## config.mk

```make
export PLATFORM = sky130hd
export DESIGN_NAME = clock_time_counter
export DESIGN_NICKNAME = d
export VERILOG_FILES = /design/src/rtl/clock_pkg.sv /design/src/rtl/bcd_mod_counter.sv /design/src/rtl/clock_time_counter.sv
export SDC_FILE = /design/constraint.sdc
export NUM_CORES = 1
export LEC_CHECK = 0
export ABC_AREA = 1
export ABC_CLOCK_PERIOD_IN_PS = 1630
export CORE_ASPECT_RATIO = 1.75
export CORE_MARGIN = 5
export CORE_UTILIZATION = 46
export CTS_CLUSTER_SIZE = 16
export DETAILED_ROUTE_END_ITERATION = 10
export MAX_ROUTING_LAYER = met4
export PLACE_DENSITY = 0.74
export SLEW_MARGIN = 10
export SYNTH_ARGS = -nofsm -noshare
export SYNTH_HDL_FRONTEND = slang
export SYNTH_SLANG_ARGS = --single-unit
export TNS_END_PERCENT = 50
```

## constraint.sdc

```tcl
create_clock -name clk -period 1.63 [get_ports clk]
set_clock_uncertainty 0.2 [all_clocks]
set_input_delay 0.326 -clock clk [delete_from_list [all_inputs] [get_ports clk]]
set_output_delay 0.326 -clock clk [all_outputs]
set_load 0.05 [all_outputs]
```

## src/rtl/clock_pkg.sv

```systemverilog
// Shared constants and BCD helpers for the clock timekeeping core.
package clock_pkg;

    localparam int CLK_HZ_DEFAULT = 32768;

    localparam logic [7:0] SEC_MAX  = 8'h59;
    localparam logic [7:0] MIN_MAX  = 8'h59;
    localparam logic [7:0] HOUR_MAX = 8'h23;

    // Both nibbles must be decimal digits; the packed value then orders like
    // the decimal value, so a plain compare against the limit is exact.
    function automatic logic bcd_valid(input logic [7:0] val, input logic [7:0] max);
        return (val[7:4] <= 4'd9) && (val[3:0] <= 4'd9) && (val <= max);
    endfunction

    function automatic logic [7:0] bcd_inc(input logic [7:0] val);
        if (val[3:0] == 4'd9)
            return {val[7:4] + 4'd1, 4'd0};
        else
            return {val[7:4], val[3:0] + 4'd1};
    endfunction

endpackage

```

## src/rtl/bcd_mod_counter.sv

```systemverilog
// Two-digit packed-BCD counter wrapping from MAX to 0x00, with load.
module bcd_mod_counter
    import clock_pkg::*;
#(
    parameter logic [7:0] MAX = 8'h59
) (
    input  logic       clk,
    input  logic       rst,
    input  logic       inc,
    input  logic       load,
    input  logic [7:0] load_val,
    output logic [7:0] value,
    output logic       carry
);

    logic [7:0] r_value;

    always_ff @(posedge clk) begin
        if (rst)
            r_value <= 8'h00;
        else if (load)
            r_value <= load_val;
        else if (inc)
            r_value <= (r_value == MAX) ? 8'h00 : bcd_inc(r_value);
    end

    assign value = r_value;
    assign carry = inc && (r_value == MAX);

endmodule

```

## src/rtl/clock_time_counter.sv

```systemverilog
// 1 Hz prescaler plus HH:MM:SS BCD timekeeping with load and stopped-mode advance.
module clock_time_counter
    import clock_pkg::*;
#(
    parameter int CLK_HZ = CLK_HZ_DEFAULT,
    parameter int PW     = $clog2(CLK_HZ)
) (
    input  logic       clk,
    input  logic       rst,
    input  logic       ena,
    input  logic       set_valid,
    input  logic [7:0] set_hour,
    input  logic [7:0] set_min,
    input  logic       adv_min,
    input  logic       adv_hour,
    output logic [7:0] hour_bcd,
    output logic [7:0] min_bcd,
    output logic [7:0] sec_bcd,
    output logic       sec_tick,
    output logic       blink,
    output logic       set_err
);

    localparam logic [PW-1:0] PRESC_LAST = PW'(CLK_HZ - 1);
    localparam logic [PW-1:0] PRESC_HALF = PW'(CLK_HZ / 2);

    logic [PW-1:0] r_presc;
    logic          r_sec_tick;
    logic          r_set_err;

    logic w_tc;
    logic w_load;
    logic w_adv;
    logic w_sec_inc;
    logic w_min_inc;
    logic w_hour_inc;
    logic w_sec_carry;
    logic w_min_carry;
    logic w_unused_day_carry;

    // A valid load overrides everything below reset; advances only count while stopped.
    assign w_tc       = ena && (r_presc == PRESC_LAST);
    assign w_load     = set_valid && bcd_valid(set_hour, HOUR_MAX) && bcd_valid(set_min, MIN_MAX);
    assign w_adv      = !ena && !set_valid;
    assign w_sec_inc  = w_tc && !w_load;
    assign w_min_inc  = w_sec_carry || (w_adv && adv_min);
    // Minute carry only ripples into the hour on the running path, never from adv_min.
    assign w_hour_inc = (w_min_carry && ena) || (w_adv && adv_hour);

    always_ff @(posedge clk) begin
        if (rst) begin
            r_presc    <= '0;
            r_sec_tick <= 1'b0;
            r_set_err  <= 1'b0;
        end else begin
            r_sec_tick <= w_sec_inc;
            r_set_err  <= set_valid && !w_load;
            if (w_load)
                r_presc <= '0;
            else if (ena)
                r_presc <= w_tc ? '0 : r_presc + 1'b1;
        end
    end

    bcd_mod_counter #(.MAX(SEC_MAX)) u_sec (
        .clk      (clk),
        .rst      (rst),
        .inc      (w_sec_inc),
        .load     (w_load),
        .load_val (8'h00),
        .value    (sec_bcd),
        .carry    (w_sec_carry)
    );

    bcd_mod_counter #(.MAX(MIN_MAX)) u_min (
        .clk      (clk),
        .rst      (rst),
        .inc      (w_min_inc),
        .load     (w_load),
        .load_val (set_min),
        .value    (min_bcd),
        .carry    (w_min_carry)
    );

    bcd_mod_counter #(.MAX(HOUR_MAX)) u_hour (
        .clk      (clk),
        .rst      (rst),
        .inc      (w_hour_inc),
        .load     (w_load),
        .load_val (set_hour),
        .value    (hour_bcd),
        .carry    (w_unused_day_carry)
    );

    assign sec_tick = r_sec_tick;
    assign set_err  = r_set_err;
    assign blink    = (r_presc < PRESC_HALF);

endmodule

```

# After elaboration in Yosys (flattened, before gate mapping)
# Index checks and enable logic that the tools add are counted.
dict set report totals {
  regBits 41
  input_bits 22
  out_inout_bits 27
  elab_cells 70
}
dict set report op_classes {
  add_sub_neg 7
  n_lt_le_gt_ge 7
  n_eq_ne 7
  mux 11
  reduce_logical 29
}
# operator n
set op_table {}
lappend op_table {{$mux 8} 10}
lappend op_table {{$add 4x1->4 const B} 6}
lappend op_table {{$eq 8x7->1 const B} 2}
lappend op_table {{$le 4x4->1 const B} 4}
lappend op_table {{$add 15x1->15 const B} 1}
lappend op_table {{$eq 15x15->1 const B} 1}
lappend op_table {{$logic_and 1x1->1} 15}
lappend op_table {{$lt 15x15->1 const B} 1}
lappend op_table {{$mux 15} 1}
lappend op_table {{$eq 4x4->1 const B} 3}
lappend op_table {{$eq 8x6->1 const B} 1}
lappend op_table {{$le 8x6->1 const B} 1}
lappend op_table {{$le 8x7->1 const B} 1}
lappend op_table {{$reduce_and 2->1} 3}
lappend op_table {{$reduce_bool 2->1} 3}
lappend op_table {{$reduce_bool 3->1} 2}
lappend op_table {{$logic_not 1->1} 3}
lappend op_table {{$logic_or 1x1->1} 2}
lappend op_table {{$reduce_or 2->1} 1}

# Logic depth before layout (Yosys ltp)
# Gate-level depths: netlist of run 1.
dict set report logic_depth {
  depth_word 14
  ltp_mapped 13
  ltp_nobuf 13
}

# Hierarchy
# Synthesis of run 1 repeated with hierarchy kept, for this count alone.
dict set report hier_totals {
  cells_unflattened 397
  area_unflattened_um2 2751.4
}
# mod n_inst cells_each area_each_um2 seq_area_each_um2
set modules_own_cells {}
lappend modules_own_cells {{bcd_mod_counter (u_min ...)} 2 88 634.4 160.2}
lappend modules_own_cells {clock_time_counter 1 131 902.1 340.3}
lappend modules_own_cells {{bcd_mod_counter (u_hour)} 1 90 580.6 160.2}

# Worst setup path after synthesis of run 1
# Ideal clock, no wire load.
dict set report synth_path {
  path_kind {reg2reg}
  start {reg u_sec.r_value[0], in the netlist u_sec.value[0]}
  end {reg u_hour.r_value[4], in the netlist u_hour.value[4]}
  setup_ps 117
  arrival_ps 1833
  path_slack_ps -520
  path_stages_with_launch 12
  path_cell_list {dfxtp_1 ha_1 nand3_1 nor2_1 nand3_4 nand2_1 nand2_1 nand2_2 buf_6 nand3_1 nand2_1 nor2_1}
}
dict set report synth_between {
  elab_chain_cells 8
}
# element line_no
set synth_rtl {}
lappend synth_rtl {{from (decl)} bcd_mod_counter.sv:16} ;# logic [7:0] r_value;
lappend synth_rtl {{from (signal assigned)} bcd_mod_counter.sv:22} ;# r_value <= load_val;
lappend synth_rtl {{from (signal assigned)} bcd_mod_counter.sv:24} ;# r_value <= (r_value == MAX) ? 8'h00 : bcd_inc(r_value);
lappend synth_rtl {{$eq 8x7->1} bcd_mod_counter.sv:28} ;# assign carry = inc && (r_value == MAX);
lappend synth_rtl {{$logic_and 1x1->1} bcd_mod_counter.sv:28}
lappend synth_rtl {{$logic_or 1x1->1} clock_time_counter.sv:46} ;# assign w_min_inc = w_sec_carry || (w_adv && adv_min);
lappend synth_rtl {{$logic_and 1x1->1} bcd_mod_counter.sv:28}
lappend synth_rtl {{$logic_and 1x1->1} clock_time_counter.sv:48} ;# assign w_hour_inc = (w_min_carry && ena) || (w_adv && adv_hour);
lappend synth_rtl {{$logic_or 1x1->1} clock_time_counter.sv:48}
lappend synth_rtl {{$reduce_bool 2->1 (no source line)} n/a}
lappend synth_rtl {{$reduce_and 2->1 (no source line)} n/a}
lappend synth_rtl {{to (signal assigned)} bcd_mod_counter.sv:22}
lappend synth_rtl {{to (signal assigned)} bcd_mod_counter.sv:24}
lappend synth_rtl {{to (decl)} bcd_mod_counter.sv:16}
# Every way passes these cells.
# A chain may end at the register's enable or synchronous reset.

# Worst setup path in the final report of run 1
dict set report layout_path {
  start {reg r_presc[1]}
  end {reg u_hour.r_value[4], in the netlist u_hour.value[4]}
}
dict set report layout_between {
  elab_chain_cells 10
}
# element line_no
set layout_rtl {}
lappend layout_rtl {{from (decl)} clock_time_counter.sv:27} ;# logic [PW-1:0] r_presc;
lappend layout_rtl {{from (signal assigned)} clock_time_counter.sv:61} ;# r_presc <= w_tc ? '0 : r_presc + 1'b1;
lappend layout_rtl {{$eq 15x15->1} clock_time_counter.sv:42} ;# assign w_tc = ena && (r_presc == PRESC_LAST);
lappend layout_rtl {{$logic_and 1x1->1} clock_time_counter.sv:42}
lappend layout_rtl {{$logic_and 1x1->1} clock_time_counter.sv:45} ;# assign w_sec_inc = w_tc && !w_load;
lappend layout_rtl {{$logic_and 1x1->1} bcd_mod_counter.sv:28}
lappend layout_rtl {{$logic_or 1x1->1} clock_time_counter.sv:46}
lappend layout_rtl {{$logic_and 1x1->1} bcd_mod_counter.sv:28}
lappend layout_rtl {{$logic_and 1x1->1} clock_time_counter.sv:48}
lappend layout_rtl {{$logic_or 1x1->1} clock_time_counter.sv:48}
lappend layout_rtl {{$reduce_bool 2->1 (no source line)} n/a}
lappend layout_rtl {{$reduce_and 2->1 (no source line)} n/a}
# Every way passes these cells.

==> key figures, run 1 <==
STA
  – Worst slew margin: 83.97%
  – Hold Fails Final Rpt: 0
  – Final period util: 132.0%
  – Slew @ Worst Pin: around 0.24 ns
  – Final setup fails: 41
  – Setup repair after global routing missed its margin: true
  – Final min period: approximately 2.2 ns
  – Hold Worst Slack: slightly above 0.3 ns
  – Pins Over Slew Limit: 0
  – Max Fclk: roughly 460 MHz
  – Setup slack after layout: -0.5222 ns

Logic synthesis
  – Synth Cell Area: 0.002380 mm2
  – Mux cell area share after synthesis: 0%
  – Synth area leader: dfxtp_1
  – Synth warn: 0
  – FF+latch count, synth: 41
  – Adder-Cell Fraction of Synth Area: around 7%
  – Syn_area_per_cell: roughly 7 um2
  – Mapped Nets: approximately 370
  – Post-synthesis xor/xnor area fraction: roughly 4.0%
  – Simple-gate share of the synthesized area: between 30 and 40%
  – Largest family of logic cells by synthesized area: simple AND/OR/NAND/NOR gates
  – Synth cell types: 34
  – Area contributors post-synth: dfxtp_1 (34%), nand2_1 (10%), nor2_1 (8.5%)
  – Post-synth top area share: about 34%
  – Complex-gate fraction of the synthesized area: about an eighth
  – Post-synthesis sequential area ratio: between 30% and 40%
  – Cells after synthesis: ~340

Global route
  – Initial antenna violation count: 0
  – First-pass GRT wire length: roughly 15 mm
  – Largest net degree at the start of global routing: 14
  – Vias in the first global route: between 3,000 and 4,000
  – Tot GR Track Use: 29.64%
  – Overflow after GRT: 0

Clock network
  – Root Driver: clkbuf_8
  – Hold buffer count at CTS: 0
  – CTS HTree Levels: 2
  – CTS max path bufs: 2
  – Worst-Skew Late Latency: around 0.3 ns
  – Clock-pin slew of the registers on the worst-case setup and hold paths: roughly 0.090 ns
  – CTS tree: done
  – CTS Buf Count: 5
  – Clock Sinks: roughly 40

Setup path
  – Startpoint types: flip-flop
  – Crit Path Category: flip-flop to flip-flop
  – Worst setup EP type: flip-flop
  – Slowest stage delay, CP: about 0.38 ns
  – Worst r2r path cells: 12
  – Arrival @ worst endpoint: around 2.2 ns
  – Sequence of cells on the critical path: ha_4, inv_2, nor2_2, nand3_2, nor2_4, nand3_4, nand2_2, nand2_2, nand2_4, buf_6, a21oi_2, nor2_1
  – Reg2reg start: r_presc[1]
  – R2R setup slack: -0.52 ns
  – Reg-to-reg endpoint: u_hour.value[4]
  – Cell mode on critical path: nand2_2
  – Req. time, crit path: ~1.7 ns
  – CP max FO: 7
  – Slowest cell on the critical path: dfxtp_4

Place
  – GPL Wtd Cong: a little under 1
  – DP Wirelength: 5.708 mm
  – Number of I/O port buffers: between 40 and 50
  – DP Area: 0.003884 mm2

Floorplan
  – Core Region: about 0.005 mm2
  – # IOs: 49
  – Die Area: about 0.0068 mm2
  – Starting density of the core: 47.41%
  – Die width: between 60 and 70 um
  – Row cnt: 34
  – Die H: 105.2 um

Pwr
  – VDD IR max: around 0.38 mV
  – Power Dens Cells: roughly 460 mW/mm2
  – Lkg Pwr: roughly 1.9 nW

Min path
  – Worst-case hold path end point: r_presc[13]
  – Hold Path Class: flip-flop to flip-flop
  – Worst hold start: r_presc[13]
  – Worst Hold Depth: 2

Layout
  – # nets final: between 500 and 600
  – Antenna cells: 0
  – Share of layout cells above drive strength 1: a little over half
  – Synth-to-layout area growth: 85.86%
  – Final Cell Area: 0.004423 mm2

Detailed routing
  – Vias per cell: ~5.8
  – WL/cell: 19.41 um
  – Antenna viol nets, final: 0
  – WL final: between 10 and 15 mm
  – TritonRoute pass-1 iters: 5
  – DR vias: ~3,100
  – DRT iter0 DRCs: approximately 210
  – DRC viols: 0

Outcome
  – Violated checks: setup timing
  – Status: finished with violations

Flow run
  – # Max-Cap Violations: 0
[synthesized netlist by cell type]
master     n
nand2_1   64
nor2_1    54
dfxtp_1   41
inv_1     35
nand3_1   20
a21oi_1   18
o21ai_0   14
ha_1      13
nor3_1     8
nand2_2    6
nand4_1    6
o22ai_1    6
xor2_1     6
o21ai_1    5
xnor2_1    5
buf_6      3
inv_2      3
nor2_2     3
nor3b_1    3
a211oi_1   2
a31oi_1    2
buf_2      2
buf_4      2
nand3_2    2
nor2_4     2
nor3b_2    2
or2_2      2
a21oi_2    1
a31o_2     1
and3_1     1
nand3_4    1
nand4_2    1
o21bai_1   1
o31ai_1    1
[worst max path at each step]
| stage | slack [ns] | depth (start not counted) | end | start |
|---|---|---|---|---|
| finish | -0.52 | 12 | u_hour.value[4] | r_presc[1] |
| global route | -0.58 | 12 | u_hour.value[4] | r_presc[1] |
| CTS | -0.23 | 13 | u_hour.value[4] | r_presc[1] |
| detailed placement | -0.77 | 12 | u_hour.value[2] | ena |
| global placement | -0.67 | 11 | u_hour.value[3] | set_min[1] |
| floorplan | -0.07 | 13 | u_hour.value[6] | r_presc[1] |
[logic make-up (layout without fill, tap and decap cells)]
logic type               after synthesis  count (layout)
AND/OR/NAND/NOR                      175             175
AO/OA/AOI/OAI                         51              51
buffers and inverters                 45             187
flip-flops                            41              41
adder cells (fa/ha/maj)               13              13
XOR/XNOR                              11              11
[timing repair]
action / CTS / global route
endpoints found under the setup margin: 41 / 41
resized for setup: 85 / 36
pin swaps: 38 / 17
hold endpoints to repair: 0 / 0
buffers inserted: 10 / 5
[layout by cell type, fill, tap and decap left out, types with 6 or more instances in the layout]
| master | instances |
|---|---|
| a21oi_1 | 8 |
| a21oi_2 | 11 |
| buf_12 | 29 |
| buf_4 | 81 |
| buf_6 | 10 |
| clkdlybuf4s50_1 | 7 |
| dfxtp_1 | 13 |
| dfxtp_2 | 18 |
| dfxtp_4 | 10 |
| dlygate4sd2_1 | 14 |
| ha_1 | 10 |
| inv_1 | 25 |
| inv_2 | 10 |
| nand2_1 | 54 |
| nand2_2 | 10 |
| nand3_1 | 11 |
| nand3_2 | 7 |
| nand4_1 | 6 |
| nor2_1 | 36 |
| nor2_2 | 18 |
| nor3_2 | 6 |
| o21ai_0 | 8 |
| o21ai_1 | 7 |
[where the power goes]
part           internal (W)  switching, W  total [W]  leakage (nW)
Clock              0.000305      0.000376   0.000680        0.0461
Sequential          0.00100     0.0000163    0.00102         0.348
Combinational      0.000168      0.000176   0.000344          1.49
Total               0.00147      0.000568    0.00204          1.88
[critical path: cells and delay by family (launching register included)]
family | cells | cell delay (ns)
simple gates | 8 | 1.03
flops | 1 | 0.38
buf+inv | 2 | 0.21
fa+ha+maj | 1 | 0.16
compound gates | 1 | 0.06
[stage by stage]
step | setup TNS [ns] | setup slack, ns | power, W | instances | utilization [%]
after floorplan | -0.4283 | -0.06671 | 0.001152 | 336 | -
after global placement | -22.35 | -0.6713 | 0.001311 | 510 | 77.37
after detailed placement | -24.45 | -0.7730 | 0.001319 | 510 | 77.37
after CTS | -4.310 | -0.2274 | 0.001998 | 528 | 84.80
after global routing | -14.11 | -0.5849 | 0.002102 | 532 | 88.11
final | -11.44 | -0.5222 | 0.002043 | 532 | 88.11
[routing by layer]
layer  global-route usage (%)  up-vias  wire length, um
met3                    4.726       70              533
li1                         -     1375                -
met4                    20.73        0              710
met1                    26.57     1478             3432
met2                    54.59      188             5651
met5                        -        -                0
[sequential cells by signal (all words and copies together) (netlist names)]
signal and cells:
u_sec.value 8, sec_tick 1, set_err 1, u_min.value 8, r_presc 15, u_hour.value 8
[area by class of cell]
type                            count  area [um2]
Multi-Input combinational cell    250        1739
Timing Repair Buffer              141        1494
Sequential cell                    41       880.8
Fill cell                         231       596.8
Inverter                           38       156.4
Clock buffer                        6       72.57
Tap cell                           54       67.56
Clock inverter                      2       12.51
No activity file was read; power rests on OpenSTA's default activity.
==> run 2: changes to the inputs <==
CTS_CLUSTER_SIZE = not set   (was 16)
RECOVER_POWER = 25   (was not set)
==> run 2 against run 1 <==
Net effect: the run still ends with setup timing left; cell area shrank 0.68%; count of clock-buffer cells in the layout did not move; sequential power barely moved; routed wire length grew 0.37%; critical endpoint unchanged; critical path depth unchanged; combinational power fell by 1%; final cell count is the same; core utilization is 0.60 points lower; global-route usage unchanged; die area is the same; non-clock buffer count did not move; clock power is essentially flat.
==> key figures, run 2 (synthesized netlist as in run 1, its figures left out) <==
Clock network
  – Clock-pin slew of the registers on the worst-case setup and hold paths: 0.09 ns
  – CTS HTree Levels: 2
  – CTS Buf Count: 5
  – CTS tree: done
  – Hold buffer count at CTS: 0
  – Root Driver: clkbuf_8
  – Clock Sinks: 41
  – CTS max path bufs: 2
  – Worst-Skew Late Latency: about 0.3 ns

Place
  – GPL Wtd Cong: 0.9847
  – DP Wirelength: about 5.7 mm
  – Placed cells: 510
  – Number of I/O port buffers: 48
  – DP Area: 0.003884 mm2

Floorplan
  – Die H: roughly 110 um
  – Row cnt: 34
  – # IOs: 49
  – Starting density of the core: between 40% and 50%
  – Die Area: about 0.0068 mm2
  – Core Region: around 0.0050 mm2
  – Die width: 64.37 um

Detailed routing
  – DRT iter0 DRCs: ~260
  – DRC viols: 0
  – Vias per cell: approximately 6
  – Antenna viol nets, final: 0
  – TritonRoute pass-1 iters: 5
  – WL final: 10.37 mm
  – DR vias: ~3,100
  – WL/cell: between 15 and 20 um

Setup path
  – CP top delay family: simple AND/OR/NAND/NOR gates
  – Slowest stage delay, CP: ~0.38 ns
  – Critical path buffers and inverters: 2
  – R2R setup slack: -0.52 ns
  – Req. time, crit path: between 1.5 and 2 ns
  – Worst setup EP type: flip-flop
  – Arrival @ worst endpoint: approximately 2.2 ns
  – CP max FO: 7
  – Crit Path Category: flip-flop to flip-flop
  – Sequence of cells on the critical path: ha_4, inv_2, nor2_2, nand3_2, nor2_4, nand3_4, nand2_2, nand2_2, nand2_4, buf_6, a21oi_2, nor2_1
  – Startpoint types: flip-flop
  – Slowest cell on the critical path: dfxtp_4
  – Cell mode on critical path: nand2_2

Outcome
  – Violated checks: setup timing
  – Status: finished with violations

Min path
  – Hold Path Class: flip-flop to flip-flop

Global route
  – Overflow after GRT: 0
  – Largest net degree at the start of global routing: 14
  – Vias in the first global route: roughly 3,300
  – First-pass GRT wire length: roughly 15 mm
  – Tot GR Track Use: between 20% and 30%
  – Initial antenna violation count: 0

STA
  – Final period util: 131.7%
  – Pins Over Slew Limit: 0
  – Final setup fails: 41
  – Setup slack after layout: -0.5169 ns
  – Worst slew margin: about four fifths
  – Final min period: 2.147 ns
  – Max Fclk: about 470 MHz
  – Setup repair after global routing missed its margin: true
  – Slew @ Worst Pin: 0.2869 ns
  – Hold Fails Final Rpt: 0

Pwr
  – VDD IR max: slightly below 0.4 mV
  – Power Dens Cells: approximately 460 mW/mm2
  – Total power: 0.002040 W
  – Lkg Pwr: 1.876 nW

Layout
  – Antenna cells: 0
  – Register area: 880.8 um2
  – Largest reg by FF count: r_presc
  – Synth-to-layout area growth: 84.60%
  – Commonest non-fill, non-tap cell in the layout: buf_4
  – # nets final: 512
  – Fillers: about 240
  – Final Cell Area: ~0.0044 mm2
  – Finished Layout Cells: roughly 530
  – Number of flip-flops in the largest register: 15
  – Most frequent cells in the layout: buf_4 (81), nand2_1 (54), nor2_1 (36)
  – Share of layout cells above drive strength 1: a little over half
  – Area of the multi-input gates: 0.001739 mm2

Flow run
  – # Max-Cap Violations: 0
==> run 2: cell types whose count changed in the layout (fill, tap and decap cells not counted), sizes merged <==
cell and change:
clkbuf +2, buf -2
==> run 2: what timing repair did <==
item | 4_1_cts | 5_1_grt
pin swaps | 38 | 17
resized for setup | 85 | 36
endpoints found under the setup margin | 41 | 41
buffers inserted | 10 | 5
==> run 2: per-layer routing <==
layer | share of wire [%] | GRT usage (%) | routed length [um] | vias up
li1 | - | - | - | 1382
met1 | 33 | 26.57 | 3467 | 1485
met2 | 55 | 54.59 | 5696 | 190
met3 | 4.9 | 4.726 | 508 | 70
met4 | 6.7 | 20.73 | 693 | 0
met5 | 0 | - | 0 | -
==> run 2: final timing paths <==
path,startpoint,end,cells after the start
worst max-delay path,r_presc[1],u_hour.value[4],12
worst min-delay path,r_presc[13],r_presc[13],2
worst max register to register,r_presc[1],u_hour.value[4],12
worst min register to register,r_presc[13],r_presc[13],2
==> run 2: worst reg2reg max path: stages, from the launching register on <==
cell and delay (ns):
dfxtp_4 0.38, ha_4 0.17, inv_2 0.05, nor2_2 0.10, nand3_2 0.11, nor2_4 0.25
nand3_4 0.12, nand2_2 0.08, nand2_2 0.08, nand2_4 0.15, buf_6 0.16, a21oi_2 0.06
nor2_1 0.16
==> run 2: per-stage QoR <==
stage	setup WS [ns]	hold slack (ns)	utilization [%]	TNS [ns]
2_1_floorplan	-0.06671	0.1811	-	-0.4283
3_3_place_gp	-0.6713	0.2742	77.37	-22.35
3_5_place_dp	-0.7730	0.2827	77.37	-24.45
4_1_cts	-0.2274	0.2937	84.80	-4.310
5_1_grt	-0.5849	0.3188	87.51	-14.11
6_report	-0.5169	0.3100	87.51	-11.42
==> run 2: where the power goes <==
part	leakage, nW	switching [W]	internal [W]
Sequential	0.348	0.0000157	0.00100
Clock	0.0461	0.000378	0.000305
Combinational	1.48	0.000177	0.000164
Total	1.88	0.000570	0.00147
==> run 2: final cells by class <==
cell class / instances / share of cell area (%)
well taps: 54 / 1.538
clock inverters: 2 / 0.2848
multi-input cells: 250 / 39.59
clock buffers: 6 / 1.652
flip-flops and latches: 41 / 20.05
repair buffers: 141 / 33.32
inverters: 38 / 3.560
==> run 3: changes to the inputs <==
GPL_TIMING_DRIVEN = 1   (was not set)
==> results of run 3 <==
The final DEF is identical to that of run 2; final timing and power are the same.
